===== src/rtl/led_pwm_controller_if.sv =====
// led_pwm_controller_if: CPU native memory bus between master and LED controller
interface led_pwm_controller_if;
  logic        mem_valid;
  logic        mem_ready;
  logic [31:0] mem_addr;
  logic [31:0] mem_wdata;
  logic [3:0]  mem_wstrb;
  logic [31:0] mem_rdata;
  modport master (output mem_valid, mem_addr, mem_wdata, mem_wstrb, input mem_ready, mem_rdata);
  modport slave (input mem_valid, mem_addr, mem_wdata, mem_wstrb, output mem_ready, mem_rdata);
endinterface


===== src/rtl/led_pwm_controller.sv =====
// led_pwm_controller: memory-mapped LED driver with per-channel 8-bit PWM dimming
module led_pwm_controller #(
  parameter int          NUM_CH         = 6,
  parameter bit          ACTIVE_LOW     = 1'b1,
  parameter logic [15:0] PRESCALE_RESET = 16'd105
) (
  input  logic                       clk,
  input  logic                       reset,
  led_pwm_controller_if.slave        bus,
  output logic [NUM_CH-1:0]          led
);
  logic [NUM_CH-1:0] out_r, mode_r, pwm, on;
  logic [15:0]       prescale, pre_cnt;
  logic [7:0]        phase;
  logic [7:0]        duty [NUM_CH];
  logic [5:0]        off;
  logic              accept, wr, ps_wr, tick;
  logic [31:0]       rd;
  logic              unused;
  assign off    = bus.mem_addr[7:2];
  assign accept = bus.mem_valid & ~bus.mem_ready;
  assign wr     = accept & (|bus.mem_wstrb);
  assign ps_wr  = wr & (off == 6'd2) & (|bus.mem_wstrb[1:0]);
  assign tick   = pre_cnt == prescale;
  assign on     = (mode_r & pwm) | (~mode_r & out_r);
  assign unused = ^{bus.mem_addr[31:8], bus.mem_addr[1:0], bus.mem_wdata[31:16]};
  // read mux: unmapped offsets and unimplemented bits read as zero
  always_comb begin
    rd = '0;
    if (off == 6'd0) rd[NUM_CH-1:0] = out_r;
    if (off == 6'd1) rd[NUM_CH-1:0] = mode_r;
    if (off == 6'd2) rd[15:0] = prescale;
    if (off == 6'd3) rd[7:0] = phase;
    for (int i = 0; i < NUM_CH; i++)
      if (off == 6'(4 + i)) rd[7:0] = duty[i];
  end
  // per-channel PWM compare against the shared phase
  always_comb begin
    pwm = '0;
    for (int i = 0; i < NUM_CH; i++)
      pwm[i] = phase < duty[i];
  end
  // bus handshake, read capture and byte-strobed register writes
  always_ff @(posedge clk) begin
    if (reset) begin
      bus.mem_ready <= 1'b0;
      bus.mem_rdata <= '0;
      out_r         <= '0;
      mode_r        <= '0;
      prescale      <= PRESCALE_RESET;
      for (int i = 0; i < NUM_CH; i++)
        duty[i] <= '0;
    end else begin
      bus.mem_ready <= accept;
      if (accept) bus.mem_rdata <= rd;
      if (wr && off == 6'd0 && bus.mem_wstrb[0]) out_r <= bus.mem_wdata[NUM_CH-1:0];
      if (wr && off == 6'd1 && bus.mem_wstrb[0]) mode_r <= bus.mem_wdata[NUM_CH-1:0];
      if (wr && off == 6'd2 && bus.mem_wstrb[0]) prescale[7:0] <= bus.mem_wdata[7:0];
      if (wr && off == 6'd2 && bus.mem_wstrb[1]) prescale[15:8] <= bus.mem_wdata[15:8];
      for (int i = 0; i < NUM_CH; i++)
        if (wr && off == 6'(4 + i) && bus.mem_wstrb[0]) duty[i] <= bus.mem_wdata[7:0];
    end
  end
  // prescaler and phase counter; a PRESCALE write restarts both
  always_ff @(posedge clk) begin
    if (reset || ps_wr) begin
      pre_cnt <= '0;
      phase   <= '0;
    end else begin
      pre_cnt <= tick ? '0 : pre_cnt + 16'd1;
      if (tick) phase <= phase + 8'd1;
    end
  end
  // registered pin driver with polarity applied
  always_ff @(posedge clk)
    led <= reset ? {NUM_CH{ACTIVE_LOW}} : on ^ {NUM_CH{ACTIVE_LOW}};
endmodule


===== src/flat_wrapper.sv =====
// flat-port wrapper written by rule: the top's interface ports become plain ports
module led_pwm_controller_flat 
#(
  parameter int          NUM_CH         = 6,
  parameter bit          ACTIVE_LOW     = 1'b1,
  parameter logic [15:0] PRESCALE_RESET = 16'd105
)
  (clk, reset, led, bus_mem_valid, bus_mem_addr, bus_mem_wdata, bus_mem_wstrb, bus_mem_ready, bus_mem_rdata);
  led_pwm_controller_if bus_i ();
  input  logic clk;
  input  logic reset;
  output logic [NUM_CH-1:0] led;
  input wire logic [$bits(bus_i.mem_valid)-1:0] bus_mem_valid;
  input wire logic [$bits(bus_i.mem_addr)-1:0] bus_mem_addr;
  input wire logic [$bits(bus_i.mem_wdata)-1:0] bus_mem_wdata;
  input wire logic [$bits(bus_i.mem_wstrb)-1:0] bus_mem_wstrb;
  output wire logic [$bits(bus_i.mem_ready)-1:0] bus_mem_ready;
  output wire logic [$bits(bus_i.mem_rdata)-1:0] bus_mem_rdata;
  assign bus_i.mem_valid = bus_mem_valid;
  assign bus_i.mem_addr = bus_mem_addr;
  assign bus_i.mem_wdata = bus_mem_wdata;
  assign bus_i.mem_wstrb = bus_mem_wstrb;
  assign bus_mem_ready = bus_i.mem_ready;
  assign bus_mem_rdata = bus_i.mem_rdata;
  led_pwm_controller #(.NUM_CH(NUM_CH), .ACTIVE_LOW(ACTIVE_LOW), .PRESCALE_RESET(PRESCALE_RESET)) u_core (.clk(clk), .reset(reset), .bus(bus_i), .led(led));
endmodule

===== config.mk =====
export PLATFORM = sky130hd
export DESIGN_NAME = led_pwm_controller_flat
export DESIGN_NICKNAME = d
export VERILOG_FILES = /design/src/rtl/led_pwm_controller_if.sv /design/src/rtl/led_pwm_controller.sv /design/src/flat_wrapper.sv
export SDC_FILE = /design/constraint.sdc
export NUM_CORES = 1
export LEC_CHECK = 0
export CORE_MARGIN = 4
export CORE_UTILIZATION = 54
export CTS_BUF_LIST = sky130_fd_sc_hd__clkbuf_4
export CTS_CLUSTER_SIZE = 40
export DETAILED_ROUTE_END_ITERATION = 8
export PLACE_DENSITY = 0.81
export SYNTH_ARGS = -nofsm -noshare
export SYNTH_HDL_FRONTEND = slang
export SYNTH_SLANG_ARGS = --single-unit

===== constraint.sdc =====
create_clock -name clk -period 2.55 [get_ports clk]
set_input_delay 0.6375 -clock clk [delete_from_list [all_inputs] [get_ports clk]]
set_output_delay 0.6375 -clock clk [all_outputs]
set_load 0.02 [all_outputs]

==> out/metrics.csv, run 1 <==
stage;metric;value;unit
status;outcome;completed;
min_path;hold_path_class;input pin to register;
clocking;cts_setup_buffers;0;
power;p_leak;0.00326;µW
placement;globalplace.congestion;0.931;
clocking;worstSkewPairLatency;560;ps
finish;regArea;2940;µm²
yosys;netlist_area;6670;µm²
setup_path;crit_type;input pin to register;
sta;setup_violations;0;
routing;highest_layer;met4;
finish;areaGrowthSynthToFinish;18.7;%
finish;drive_gt1_share;13.7;%
global_route;grt_pass1_vias;5411;
setup_path;path_cells;clkdlybuf4s50_1 > buf_12 > nor2b_1 > and2_1 > a221o_1 > a2111oi_0 > buf_4 > nor4_1;
routing;wl_met1;7070;µm
routing;wire_per_inst;18.2;µm
routing;via_count;5568;
finish;layout_commonest_cell;dfxtp_1;
yosys;ys.flop_type;dfxtp_1;
routing;wl_met3;1440;µm
sta;fin_skew;16.3;ps
power;p_per_area;493;nW/µm²
sta;max_freq;408;MHz
yosys;seq_area_frac_synth;44.1;%
clocking;clk_pin_slew;100;ps
clocking;cts.sinks;123;
yosys;synth.largest_area_cell;dfxtp_1;
yosys;synth_top_area_share;22.5;%
placement;placed_cell_area;7630;µm²
finish;fin_area;7920;µm²
sta;slew_violations;0;
clocking;cts_tree;done;
floorplan;start_util;55.3;%
clocking;cts_buffer_depth;2;
global_route;grt_max_degree;46;
flow_run;drv_cap;0;
clocking;cts_made_buffers;17;
routing;first_iter_violations;472;
setup_path;required;2990;ps
yosys;netlist_top_cells_area;dfxtp_1, edfxtp_1, ha_1, and2_1, nor2_1;
yosys;synth_edf_count;48;
global_route;grt_pass1_wl;27500;µm
clocking;postCtsHoldBufs;0;
clocking;cts_root_buf;clkbuf_4;
global_route;grtUsageTotal;25.0;%
sta;hold_slack;340;ps
setup_path;worstSetupStartpointType;input pin;
setup_path;worst-path-buf-inv;3;
floorplan;die_width;119;µm
setup_path;critPathSlowestCell;a2111oi_0;
finish;final_cell_mix;dfxtp_1, nor2_1, and2_1;
routing;drc;0;
yosys;synth-seq-cells;123;
routing;wl_met2;8030;µm
setup_path;endpoint_kind;register;
routing;antenna_left;0;
routing;dr.pass1.iters;5;
setup_path;critPathTopFamily;compound AO/OA/AOI/OAI gates;
setup_path;worstPathMaxFanout;17;
yosys;ys_types;54;
sta;hold_viol;0;
setup_path;max_stage_delay;710;ps
yosys;yosys_warnings;0;
yosys;netlist_instances;679;
routing;via_per_inst;5.82;
floorplan;die_y;119;µm
sta;finalCritPeriodShare;96.2;%
global_route;antenna_found_initial;1;
routing;wl;17400;µm
yosys;synth-async-reset-ratio;0;%
clocking;cts_resized;0;
sta;relSlewSlack;30.7;%
floorplan;die_area;14200;µm²
finish;multiInputGateArea;3380;µm²
floorplan;ios;110;
floorplan;row_count;40;
placement;io_buffers;49;
setup_path;arrival;2900;ps
sta;max_slew.worst_pin.slew;1030;ps
finish;fill_cells;926;
global_route;grt.overflow.total;0;
placement;dp_hpwl;13000;µm
sta;min_period;2450;ps
clocking;cts.htree.levels;4;
power;vdd_drop_max;280;µV
finish;final_nets;889;
yosys;syn_area_per_cell;9.82;µm²
sta;rsz0062_at_grt;no;
floorplan;core_area;12100;µm²
## power breakdown
group	total, µW	internal [µW]	switching, µW
registers	2110	2080	33.0
clock network	1420	692	724
logic	375	164	211
## worst paths after layout
kind	startpoint	end	slack, ps	cells after the start
min	reset	u_core.bus.mem_rdata[3]	340	2
max	bus_mem_addr[2]	u_core.bus.mem_rdata[5]	100	8
min reg2reg	u_core.prescale[8]	u_core.prescale[8]	500	2
max reg2reg	u_core.phase[2]	u_core.bus.mem_rdata[2]	350	6
## through the flow
stage | util (%) | cells | setup WS, ps | TNS [ps] | total power (µW)
after detailed placement | 63.2 | 923 | -414 | -6830 | 2530
final | 65.7 | 956 | 97.6 | 0 | 3900
after CTS | 65.6 | 955 | 180 | 0 | 3930
after global placement | 63.2 | 923 | -366 | -3300 | 2510
after floorplan | - | 694 | 218 | 0 | 2360
after global routing | 65.7 | 956 | 110 | 0 | 4040
## registers in the layout, indices dropped and copies added, names as in the netlist
register / count
u_core.duty: 48
u_core.bus.mem_rdata: 16
u_core.pre_cnt: 16
u_core.prescale: 16
u_core.phase: 8
u_core.led: 6
u_core.mode_r: 6
u_core.out_r: 6
u_core.bus.mem_ready: 1
## kinds of logic (layout without fill, tap and decap cells)
family          Yosys count  after routing  synth area share [%]
simple gates            230            230                  17.8
other cells               1             17                0.0562
buf+inv                  85            178                  6.12
flops                   123            123                  44.1
fa+ha+maj                44             44                  8.25
mux                      35             35                  6.57
xor+xnor                 31             31                  4.07
compound gates          130            130                  13.0
## synth_stat cells, drive strengths merged (2+ instances only)
| cell | number |
|---|---|
| nor4 | 8 |
| buf | 28 |
| inv | 44 |
| mux2i | 19 |
| and3 | 3 |
| ha | 44 |
| nor2b | 7 |
| o31ai | 2 |
| a21oi | 27 |
| a2111oi | 2 |
| a221oi | 6 |
| mux4 | 6 |
| dfxtp | 75 |
| a311o | 6 |
| nand3b | 2 |
| o22ai | 4 |
| a211o | 4 |
| a32oi | 2 |
| a211oi | 4 |
| and2 | 50 |
| and4 | 2 |
| or4 | 4 |
| nor2 | 70 |
| nand2 | 32 |
| o211ai | 4 |
| a221o | 2 |
| o32ai | 2 |
| nand3 | 23 |
| edfxtp | 48 |
| mux2 | 10 |
| o21bai | 3 |
| xnor2 | 8 |
| a22oi | 10 |
| a21o | 16 |
| nand2b | 9 |
| xor2 | 23 |
| a21boi | 6 |
| nand4 | 6 |
| nor3 | 9 |
| nor4b | 2 |
| o21ai | 30 |
| or3 | 2 |
| clkbuf | 13 |
## final cells by class
type                            count  share of cell area (%)
Tap cell                          168                    2.65
Clock inverter                     13                    1.86
Inverter                           44                    2.09
Multi-Input combinational cell    486                    42.6
Clock buffer                       19                    1.80
Antenna cell                        1                  0.0316
Sequential cell                   123                    37.2
Timing Repair Buffer              102                    11.8
## metal layers
| metal | up-vias | track usage [%] |
|---|---|---|
| li1 | 2575 | - |
| met1 | 2669 | 32.4 |
| met2 | 263 | 39.2 |
| met3 | 61 | 5.27 |
| met4 | 0 | 13.4 |
| met5 | - | 0 |
Note: power is estimated with default switching activity, not from simulation.
==> inputs of run 2 (changes only) <==
Settings changed: GPL_ROUTABILITY_DRIVEN from default to 0, HOLD_SLACK_MARGIN from default to 0.06.
==> run 2 against run 1 <==
Core utilization unchanged. Register-to-register slack improved by 30 ps. Critical path depth unchanged. Critical path type unchanged. Largest cell class unchanged. Cell count decreased by 0.31%. Setup slack improved by 65 ps. Fmax increased by 2.7%. Wire length increased by 0.69%. Global-route usage increased by 0.086 points. Clock-buffer cell count increased by 3. Sequential power about the same. Die area unchanged. First-iteration DRC count increased by 30%.
==> out/metrics.csv, run 2 (synthesized netlist as in run 1, its figures left out) <==
stage;metric;value;unit
routing;wire_per_inst;18.4;µm
finish;areaGrowthSynthToFinish;18.7;%
finish;multiInputGateArea;3380;µm²
sta;hold_viol;0;
sta;hold_slack;316;ps
setup_path;r2r_cells;5;
finish;largest_register_ffs;48;
routing;drc;0;
sta;fin_skew;17.1;ps
setup_path;arrival;2800;ps
sta;setup_ws;163;ps
power;p_per_area;494;nW/µm²
placement;pre_cts_ws;-361;ps
setup_path;worstPathMaxFanout;4;
setup_path;crit_type;input pin to register;
power;vdd_drop_max;327;µV
power;p_clk_share;36.3;%
finish;drive_gt1_share;13.5;%
routing;antenna_left;0;
power;power.share.switching;24.1;%
global_route;antenna_found_initial;2;
min_path;hold-path-cell-count;2;
power;internal-power;2970;µW
floorplan;die_y;119;µm
clocking;cts_setup_buffers;0;
finish;final_nets;886;
sta;min_period;2390;ps
clocking;cts_buffer_depth;2;
clocking;cts.sinks;123;
sta;slew_violations;0;
setup_path;worstSetupStartpointType;input pin;
clocking;cts_tree;done;
min_path;worstHoldStart;reset;
clocking;cts_root_buf;clkbuf_4;
setup_path;r2r-end;u_core.led[3];
status;outcome;completed;
global_route;grt_pass1_wl;27500;µm
power;seqPwrFrac;54.1;%
power;pwr-share-comb;9.6;%
clocking;cts.htree.levels;4;
clocking;clk_pin_slew;100;ps
sta;rsz0062_at_grt;no;
power;power.net_switching;944;µW
sta;max_slew.worst_pin.slew;967;ps
global_route;grt.overflow.total;0;
floorplan;ios;110;
clocking;cts_made_buffers;17;
clocking;worstSkewPairLatency;540;ps
floorplan;die_area;14200;µm²
global_route;grtUsageTotal;25.1;%
placement;dp_hpwl;12900;µm
min_path;min_to;u_core.bus.mem_ready;
clocking;postCtsHoldBufs;0;
setup_path;endpoint_kind;register;
finish;regArea;2940;µm²
finish;layout_commonest_cell;dfxtp_1;
power;p_leak;0.00325;µW
floorplan;core_area;12100;µm²
floorplan;start_util;55.3;%
placement;placed_cell_area;7630;µm²
finish;top_register;u_core.duty;
sta;relSlewSlack;35.0;%
setup_path;r2r-start;u_core.phase[4];
finish;fin_area;7920;µm²
sta;max_freq;419;MHz
finish;fill_cells;900;
routing;wl;17500;µm
sta;setup_tns;0;ps
routing;dr.pass1.iters;5;
sta;finalCritPeriodShare;93.6;%
min_path;hold_path_class;input pin to register;
setup_path;reg2reg_slack;380;ps
clocking;cts_resized;0;
flow_run;drv_cap;0;
global_route;grt_max_degree;59;
floorplan;row_count;40;
finish;final_cell_mix;dfxtp_1, nor2_1, and2_1;
floorplan;die_width;119;µm
placement;io_buffers;49;
sta;setup_violations;0;
routing;via_per_inst;5.86;
routing;via_count;5580;
setup_path;required;2960;ps
routing;first_iter_violations;612;
global_route;grt_pass1_vias;5472;
run 2: cell types whose count changed in the layout (fill, tap and decap cells not counted), sizes merged:
cell,before,now
inv,47,46
clkinv,7,5
buf,54,51
clkbuf,19,22
run 2: layout make-up:
type | instances | area share [%]
inverters | 44 | 2.09
clock buffers | 22 | 2.09
well taps | 168 | 2.65
repair buffers | 99 | 11.8
clock inverters | 10 | 1.55
diodes | 1 | 0.0316
flip-flops and latches | 123 | 37.2
multi-input cells | 486 | 42.6
run 2: how the worst max path moves through the flow:
stage                    start                      end  slack [ps]
2_1_floorplan  bus_mem_addr[7]        u_core.duty[3][0]         220
3_3_place_gp   bus_mem_addr[2]  u_core.bus.mem_rdata[5]        -320
3_5_place_dp   bus_mem_addr[7]  u_core.bus.mem_rdata[5]        -360
4_1_cts        bus_mem_addr[7]  u_core.bus.mem_rdata[5]         240
5_1_grt        bus_mem_addr[2]        u_core.duty[2][3]         120
6_report       bus_mem_addr[7]  u_core.bus.mem_rdata[5]         160
run 2: stage by stage:
step / std cells / utilization, % / power [µW]
3_3_place_gp: 920 / 63.3 / 2510
3_5_place_dp: 920 / 63.3 / 2530
6_report: 953 / 65.7 / 3910
2_1_floorplan: 694 / - / 2360
4_1_cts: 952 / 65.6 / 3920
5_1_grt: 953 / 65.7 / 4060
run 2: power by group through the flow:
| stage | Clock (µW) | Combinational (µW) | Sequential [µW] |
|---|---|---|---|
| CTS | 1440 | 372 | 2110 |
| global route | 1540 | 404 | 2120 |
| global placement | 0 | 356 | 2150 |
| detailed placement | 0 | 370 | 2160 |
| floorplan | 0 | 202 | 2160 |
| finish | 1420 | 376 | 2110 |
run 2: worst max-delay path: stages:
cell and delay, ps:
clkdlybuf4s50_1 510, nor4b_1 70, buf_4 140, and2_1 200, a221o_1 330, a2111oi_0 660, buf_4 220, nor4_1 40
run 2: layer usage:
| layer | vias to the layer above | track usage (%) | wire, µm |
|---|---|---|---|
| li1 | 2577 | - | - |
| met1 | 2664 | 31.4 | 7220 |
| met2 | 273 | 38.8 | 8090 |
| met3 | 66 | 6.79 | 1380 |
| met4 | 0 | 15.0 | 805 |
| met5 | - | 0 | 0 |
==> inputs of run 3 (changes only) <==
Settings changed: CTS_BUF_LIST sky130_fd_sc_hd__clkbuf_4 to sky130_fd_sc_hd__clkbuf_8.
==> run 3 against run 2 <==
The run now ends with setup timing left. Wire length is 1.3% higher. Power rose by 8.7%. Clock power grew 24%. Setup slack worse by 180 ps. Global-route usage is 0.19 points higher. Cell count fell by 0.10%. Clock skew down 9.1 ps. Design area increased by 1.5%.
==> out/metrics.csv, run 3 (synthesized netlist as in run 1, its figures left out) <==
stage;metric;value;unit
status;outcome;finished with violations;
status;violations;setup timing;
clocking;cts_tree;done;
clocking;cts_setup_buffers;0;
routing;antenna_left;0;
power;internal-power;3270;µW
power;vdd_drop_max;378;µV
global_route;antenna_found_initial;1;
sta;max_freq;390;MHz
routing;via_count;5610;
setup_path;crit_type;input pin to register;
sta;setup_violations;1;
clocking;postCtsHoldBufs;0;
floorplan;core_area;12100;µm²
sta;setup_ws;-16.4;ps
floorplan;row_count;40;
setup_path;required;2850;ps
sta;min_period;2570;ps
sta;relSlewSlack;33.5;%
finish;drive_gt1_share;13.3;%
finish;multiInputGateArea;3380;µm²
power;seqPwrFrac;49.8;%
setup_path;path_cells;clkdlybuf4s50_1 > nor4b_1 > buf_4 > and2_1 > a221o_1 > a2111oi_0 > buf_4 > nor4_1;
finish;utilization;66.7;%
global_route;grt_pass1_vias;5496;
setup_path;cp_common_cell;buf_4;
routing;wire_per_inst;18.6;µm
floorplan;ios;110;
setup_path;worstSetupStartpointType;input pin;
sta;fin_skew;8.00;ps
global_route;grtUsageTotal;25.3;%
min_path;hold_path_class;input pin to register;
floorplan;die_y;119;µm
finish;layout_commonest_cell;dfxtp_1;
sta;hold_slack;431;ps
placement;dp_hpwl;12900;µm
finish;regArea;2940;µm²
clocking;cts_made_buffers;17;
finish;final_cells;952;
floorplan;start_util;55.3;%
setup_path;critPathSlowestCell;a2111oi_0;
sta;finalCritPeriodShare;101;%
power;pwr-share-comb;8.9;%
routing;first_iter_violations;578;
sta;rsz0062_at_grt;no;
setup_path;worstPathMaxFanout;4;
placement;io_buffers;49;
routing;via_per_inst;5.89;
finish;top_register;u_core.duty;
placement;dp.cells;920;
sta;slew_violations;0;
routing;drc;0;
setup_path;worst-path-buf-inv;3;
power;p_per_area;529;nW/µm²
sta;hold_viol;0;
floorplan;die_area;14200;µm²
clocking;cts_buffer_depth;2;
routing;wl;17700;µm
finish;fill_cells;885;
finish;final_cell_mix;dfxtp_1, nor2_1, and2_1;
finish;antenna_cells;0;
power;power.share.switching;23.1;%
finish;fin_area;8040;µm²
setup_path;arrival;2870;ps
flow_run;drv_cap;0;
routing;dr.pass1.iters;6;
placement;placed_cell_area;7630;µm²
clocking;cts_resized;0;
clocking;cts.sinks;123;
sta;max_slew.worst_pin.slew;990;ps
finish;final_nets;886;
clocking;worstSkewPairLatency;450;ps
clocking;cts_root_buf;clkbuf_8;
power;p_clk_share;41.4;%
power;p_leak;0.00332;µW
floorplan;die_width;119;µm
setup_path;endpoint_kind;register;
clocking;clk_pin_slew;60;ps
setup_path;critPathTopFamily;compound AO/OA/AOI/OAI gates;
global_route;grt_pass1_wl;27800;µm
finish;areaGrowthSynthToFinish;20.5;%
finish;largest_register_ffs;48;
power;power.net_switching;983;µW
setup_path;max_stage_delay;710;ps
global_route;grt_max_degree;59;
clocking;cts.htree.levels;4;
global_route;grt.overflow.total;0;
-- run 3: layout make-up --
class	instances	share of cell area, %
tap	168	2.61
clock inverter	12	1.62
clock buffer	20	3.42
multi-input combinational	486	42.0
inverter	44	2.05
sequential	123	36.6
timing repair buffer	99	11.6
-- run 3: final timing paths --
kind / slack [ps] / depth (start not counted) / start / end
min: 430 / 2 / reset / u_core.bus.mem_ready
min reg2reg: 490 / 2 / u_core.prescale[10] / u_core.prescale[10]
max: -20 / 8 / bus_mem_addr[7] / u_core.bus.mem_rdata[5]
max reg2reg: 360 / 6 / u_core.bus.mem_ready / u_core.bus.mem_rdata[5]
-- run 3: worst reg2reg max path: stages, from the launching register on --
cell and delay (ps):
dfxtp_1 320, nand2b_1 150, buf_4 210, a221o_1 400, a2111oi_0 710, buf_4 220, nor4_1 40
-- run 3: through the flow --
step / TNS, ps / setup slack [ps] / total power, µW
finish: -16.4 / -16.4 / 4250
global route: 0 / 75.0 / 4400
CTS: 0 / 129 / 4270
detailed placement: -7220 / -361 / 2530
global placement: -3870 / -315 / 2510
floorplan: 0 / 218 / 2360
-- run 3: routing by layer --
metal | part of all wire (%) | GRT usage [%] | vias up
met4 | 4.0 | 15.0 | 0
met5 | 0 | 0 | -
met2 | 47 | 39.5 | 296
met1 | 40 | 31.7 | 2680
li1 | - | - | 2571
met3 | 8.6 | 6.27 | 63
-- run 3: power by group through the flow --
| stage | registers, µW | clock network (µW) | logic (µW) |
|---|---|---|---|
| after CTS | 2110 | 1780 | 372 |
| after floorplan | 2160 | 0 | 202 |
| after global routing | 2120 | 1880 | 405 |
| after detailed placement | 2160 | 0 | 370 |
| after global placement | 2150 | 0 | 356 |
| final | 2120 | 1760 | 377 |
